## config.mk

```make
export PLATFORM = sky130hd
export DESIGN_NAME = serv_dbus_ram
export DESIGN_NICKNAME = d
export VERILOG_FILES = /design/src/rtl/serv_dbus_ram.sv
export SDC_FILE = /design/constraint.sdc
export NUM_CORES = 2
export LEC_CHECK = 0
export CAP_MARGIN = 30
export CORE_UTILIZATION = 40
export DETAILED_ROUTE_END_ITERATION = 7
export GPL_ROUTABILITY_DRIVEN = 0
export SLEW_MARGIN = 15
export SYNTH_ARGS = -nofsm -noshare
export SYNTH_HDL_FRONTEND = slang
export SYNTH_SLANG_ARGS = --single-unit
```

## constraint.sdc

```tcl
create_clock -name i_clk -period 9.1 [get_ports i_clk]
set_clock_uncertainty 0.15 [all_clocks]
set_input_delay 1.82 -clock i_clk [delete_from_list [all_inputs] [get_ports i_clk]]
set_output_delay 1.82 -clock i_clk [all_outputs]
set_load 0.1 [all_outputs]
```

## src/rtl/serv_dbus_ram.sv

```systemverilog
// serv_dbus_ram: wishbone data-bus responder backed by a byte-lane RAM with configurable wait states
module serv_dbus_ram #(
  parameter int DEPTH          = 256,
  parameter int WAIT_STATES    = 0,
  parameter     RESET_STRATEGY = "MINI"
) (
  input  logic        i_clk,
  input  logic        i_rst,
  input  logic [31:0] i_wb_adr,
  input  logic [31:0] i_wb_dat,
  input  logic [3:0]  i_wb_sel,
  input  logic        i_wb_we,
  input  logic        i_wb_cyc,
  output logic [31:0] o_wb_rdt,
  output logic        o_wb_ack
);
  localparam int AW = $clog2(DEPTH);
  localparam bit RST_ALL = RESET_STRATEGY == "ALL";
  typedef enum logic [1:0] {IDLE, WAIT, ACK, GAP} state_t;
  state_t state, state_n;
  logic [3:0] cnt, cnt_n;
  logic [AW-3:0] idx, rd_idx;
  logic we, rd_we;
  logic [3:0] sel;
  logic [31:0] dat;
  logic [31:0] mem [DEPTH/4];
  logic unused_adr;
  assign unused_adr = ^{i_wb_adr[31:AW], i_wb_adr[1:0]};
  always_comb begin
    state_n = state;
    cnt_n = cnt;
    case (state)
      IDLE: if (i_wb_cyc) begin
        state_n = WAIT_STATES == 0 ? ACK : WAIT;
        cnt_n = 4'(WAIT_STATES);
      end
      WAIT: begin
        cnt_n = cnt - 4'd1;
        state_n = !i_wb_cyc ? IDLE : cnt == 4'd1 ? ACK : WAIT;
      end
      ACK: state_n = GAP;
      default: state_n = IDLE;
    endcase
  end
  always_ff @(posedge i_clk) begin
    if (i_rst) begin
      state <= IDLE;
      cnt <= 4'd0;
      o_wb_ack <= 1'b0;
    end else begin
      state <= state_n;
      cnt <= cnt_n;
      o_wb_ack <= state_n == ACK;
    end
  end
  always_ff @(posedge i_clk) begin
    if (!i_rst && state == IDLE && i_wb_cyc) begin
      idx <= i_wb_adr[AW-1:2];
      we <= i_wb_we;
      sel <= i_wb_sel;
      dat <= i_wb_dat;
    end
  end
  // With zero wait states the read is issued straight from the bus inputs
  assign rd_idx = state == IDLE ? i_wb_adr[AW-1:2] : idx;
  assign rd_we = state == IDLE ? i_wb_we : we;
  always_ff @(posedge i_clk) begin
    if (i_rst && RST_ALL)
      o_wb_rdt <= 32'd0;
    else if (!i_rst && state_n == ACK && !rd_we)
      o_wb_rdt <= mem[rd_idx];
  end
  always_ff @(posedge i_clk) begin
    if (!i_rst && state == ACK && we)
      for (int i = 0; i < 4; i++)
        if (sel[i]) mem[idx][8*i+:8] <= dat[8*i+:8];
  end
endmodule

```

==> results.json <==
{
  "ios": 105,
  "synth-seq-cells": 2130,
  "final_hold_viol_count": 0,
  "routed_via_density": 5.99,
  "cp_data_arrival_time_ns": 6.06,
  "clock_sinks": 2130,
  "ctsHoldBuffers": 0,
  "vias": 49477,
  "r2r_end": "o_wb_rdt[10]$_DFFE_PP_",
  "hpwl_um": 145000,
  "cts_buffers": 204,
  "setup_tns_ns": 0,
  "nets": 5323,
  "wire_per_inst_um": 29.6,
  "tightest_slew_ns": 1.12,
  "hold-path-endpoint": "cnt[1]$_SDFFE_PP0P_",
  "critPathCaptureType": "flop",
  "synth_fp_nets": 5298,
  "final_area_sq_um": 96700,
  "synth-seq-area-share_pct": 74.3,
  "failed_checks": "DRC",
  "clk_pin_slew_ns": 0.06,
  "fp.dieH_um": 466,
  "wl_um": 245000,
  "postCtsSetupRepairBufs": 0,
  "die_w_um": 466,
  "hp-class": "reg2reg",
  "cts_tree": "built",
  "timing.fmax_ghz": 0.182,
  "p_clk_share_pct": 40.0,
  "power.switching_mw": 4.94,
  "initial_core_util_pct": 40.4,
  "grt.overflow.total": 0,
  "grt_max_degree": 186,
  "antenna_found_initial": 22,
  "place_inst": 7848,
  "switching_share_pct": 23.5,
  "hp-start": "cnt[1]$_SDFFE_PP0P_",
  "area_delta_synth_final_pct": 12.6,
  "ys_warn_count": 0,
  "clockBufferDepth": 3,
  "maxCapViolations": 0,
  "clkLatencyLatePin_ns": 0.87,
  "crit_type": "in2reg",
  "ctsResizeCount": 0,
  "fp-row-count": 169,
  "required_ns": 9.67,
  "min_path_cells": 2,
  "drt-pass1-iter-count": 8,
  "drc": 57,
  "layout.cells.non_filler": 8260,
  "outcome": "finished, violations left",
  "grt.total_usage_pct": 22.3,
  "synthCells": 5224,
  "port_buffers": 78,
  "seq_power_share_pct": 51.4,
  "cp-start-kind": "input port",
  "period_share_pct": 60.3,
  "wl_met3_um": 21900,
  "p_int_mw": 16.1,
  "h-tree-depth": 4,
  "coreArea_sq_um": 213000,
  "pwr-share-comb_pct": 8.7,
  "fp.dieArea_sq_um": 217000,
  "leakagePower_nw": 29.6,
  "ff2ff_setup_slack_ns": 4.28,
  "slew_viol_final": 0,
  "ant_nets": 0,
  "drive_gt1_share_pct": 13.1,
  "crit_fanout": 86,
  "r2r-start": "state[0]$_SDFF_PP0_",
  "ir_worst_vdd_mv": 0.184,
  "postSynthAreaPerCell_sq_um": 16.5,
  "ff2ff_path_depth": 9,
  "place_area_sq_um": 90000,
  "grt_pass1_wl_um": 348000,
  "top_layer": "met5",
  "grt_pass1_vias": 47664,
  "wl_met1_um": 97000,
  "drt_iter0_markers": 6269,
  "relSlewSlack_pct": 25.3,
  "wl_met2_um": 115000,
  "period_needed_ns": 5.49,
  "setup_viol": 0,
  "p_per_area_nw_per_um2": 218,
  "synthesis.area_sq_um": 85900,
  "rsz0062_at_grt": "false",
  "clock-root-buffer": "clkbuf_16",
  "synth.distinct_cells": 46
}
worst max-delay path by stage:
stage,startpoint,endpoint,slack (ns),cells past startpoint
floorplan,i_rst,dat[0]$_DFFE_PP_,4.55,3
global placement,i_wb_adr[2],o_wb_rdt[21]$_DFFE_PP_,2.84,10
detailed placement,i_wb_adr[2],o_wb_rdt[20]$_DFFE_PP_,2.84,10
CTS,i_wb_adr[2],o_wb_rdt[20]$_DFFE_PP_,3.72,10
global route,i_wb_adr[2],o_wb_rdt[20]$_DFFE_PP_,3.44,10
finish,i_wb_adr[2],o_wb_rdt[18]$_DFFE_PP_,3.61,10
routing by layer:
metal	vias up	track usage, %
met4	4	10.1
li1	21001	-
met3	432	4.73
met5	-	0.0659
met1	25669	29.9
met2	2371	34.9
power groups by stage:
stage	Clock [mW]	Combinational, mW	Sequential, mW
final	8.41	1.82	10.8
after global routing	8.84	1.93	10.8
after CTS	8.50	1.82	10.8
after detailed placement	0	1.81	11.0
after global placement	0	1.78	11.0
after floorplan	0	1.07	11.1
flip-flops by register name, summed over array words and instances (netlist names):
signal and cells:
mem 2048, dat 32, o_wb_rdt 32, idx 6, cnt 4, sel 4, state 2, o_wb_ack 1
we 1
per-stage QoR:
step / hold slack (ns) / setup WS, ns / util [%] / power (mW)
floorplan: 0.324 / 4.55 / - / 12.2
global placement: 0.344 / 2.84 / 42.2 / 12.8
detailed placement: 0.359 / 2.84 / 42.3 / 12.8
CTS: 0.373 / 3.72 / 45.4 / 21.1
global route: 0.412 / 3.44 / 45.5 / 21.6
finish: 0.366 / 3.61 / 45.5 / 21.1
cells in the final DEF, fill, tap and decap left out, types with 72 or more instances in the layout:
cell type,count
edfxtp_1,2123
nand3_1,352
o211ai_1,352
nand2_1,293
o21ai_0,288
nor2_1,270
mux4_2,256
mux2i_1,224
clkbuf_16,209
nand2b_1,164
buf_4,114
a22oi_1,98
clkdlybuf4s50_1,77
nor3_1,72
critical path: stages:
cell      delay (ns)
buf_8           0.31
nor3b_4         0.33
buf_4           0.57
buf_4           0.83
buf_4           0.88
o21ai_0         0.26
a311oi_1        0.39
nand4_1         0.24
o21ai_0         0.13
or4_1           0.13
cell usage after synthesis, drive strengths merged:
cell	number	share of area (%)
nor3	72	0.42
a32o	64	0.75
dfxtp	7	0.16
o211a	1	0.012
nand2b	164	1.2
or4	33	0.29
clkbuf	279	1.2
nand3	352	2.0
or4b	2	0.023
nor4	1	0.0073
o21bai	1	0.0087
a22oi	98	0.86
nor4bb	1	0.012
and3	4	0.029
edfxtp	2123	74
mux4	256	6.7
or3	1	0.0073
o211ai	352	3.1
buf	116	0.64
mux2i	226	2.6
inv	6	0.026
or3b	1	0.010
mux2	2	0.026
or2	3	0.022
and2	1	0.0073
a21o	1	0.0087
o31ai	1	0.0087
nand4b	1	0.010
nor3b	4	0.048
o21ai	291	1.7
nor2	285	1.2
nand4	64	0.47
nand2	298	1.3
a311oi	32	0.33
a31oi	5	0.044
ha	2	0.029
o21a	2	0.017
a211oi	1	0.0087
a21oi	68	0.40
nor4b	3	0.031
logic make-up after synthesis:
family	share of synthesized area [%]
compound gates	7.21
mux	9.37
flops	74.3
fa+ha+maj	0.0291
buf+inv	1.88
simple gates	7.17
area by class of cell:
cell class / count / area (sq um)
Inverter: 6 / 22.5
Tap cell: 2821 / 3530
Sequential cell: 2130 / 63900
Multi-Input combinational cell: 2693 / 20600
Clock buffer: 254 / 5400
Clock inverter: 129 / 1150
Timing Repair Buffer: 214 / 2080
Fill cell: 18370 / 116000
Antenna cell: 13 / 32.5
(Power assumes the default switching activity.)
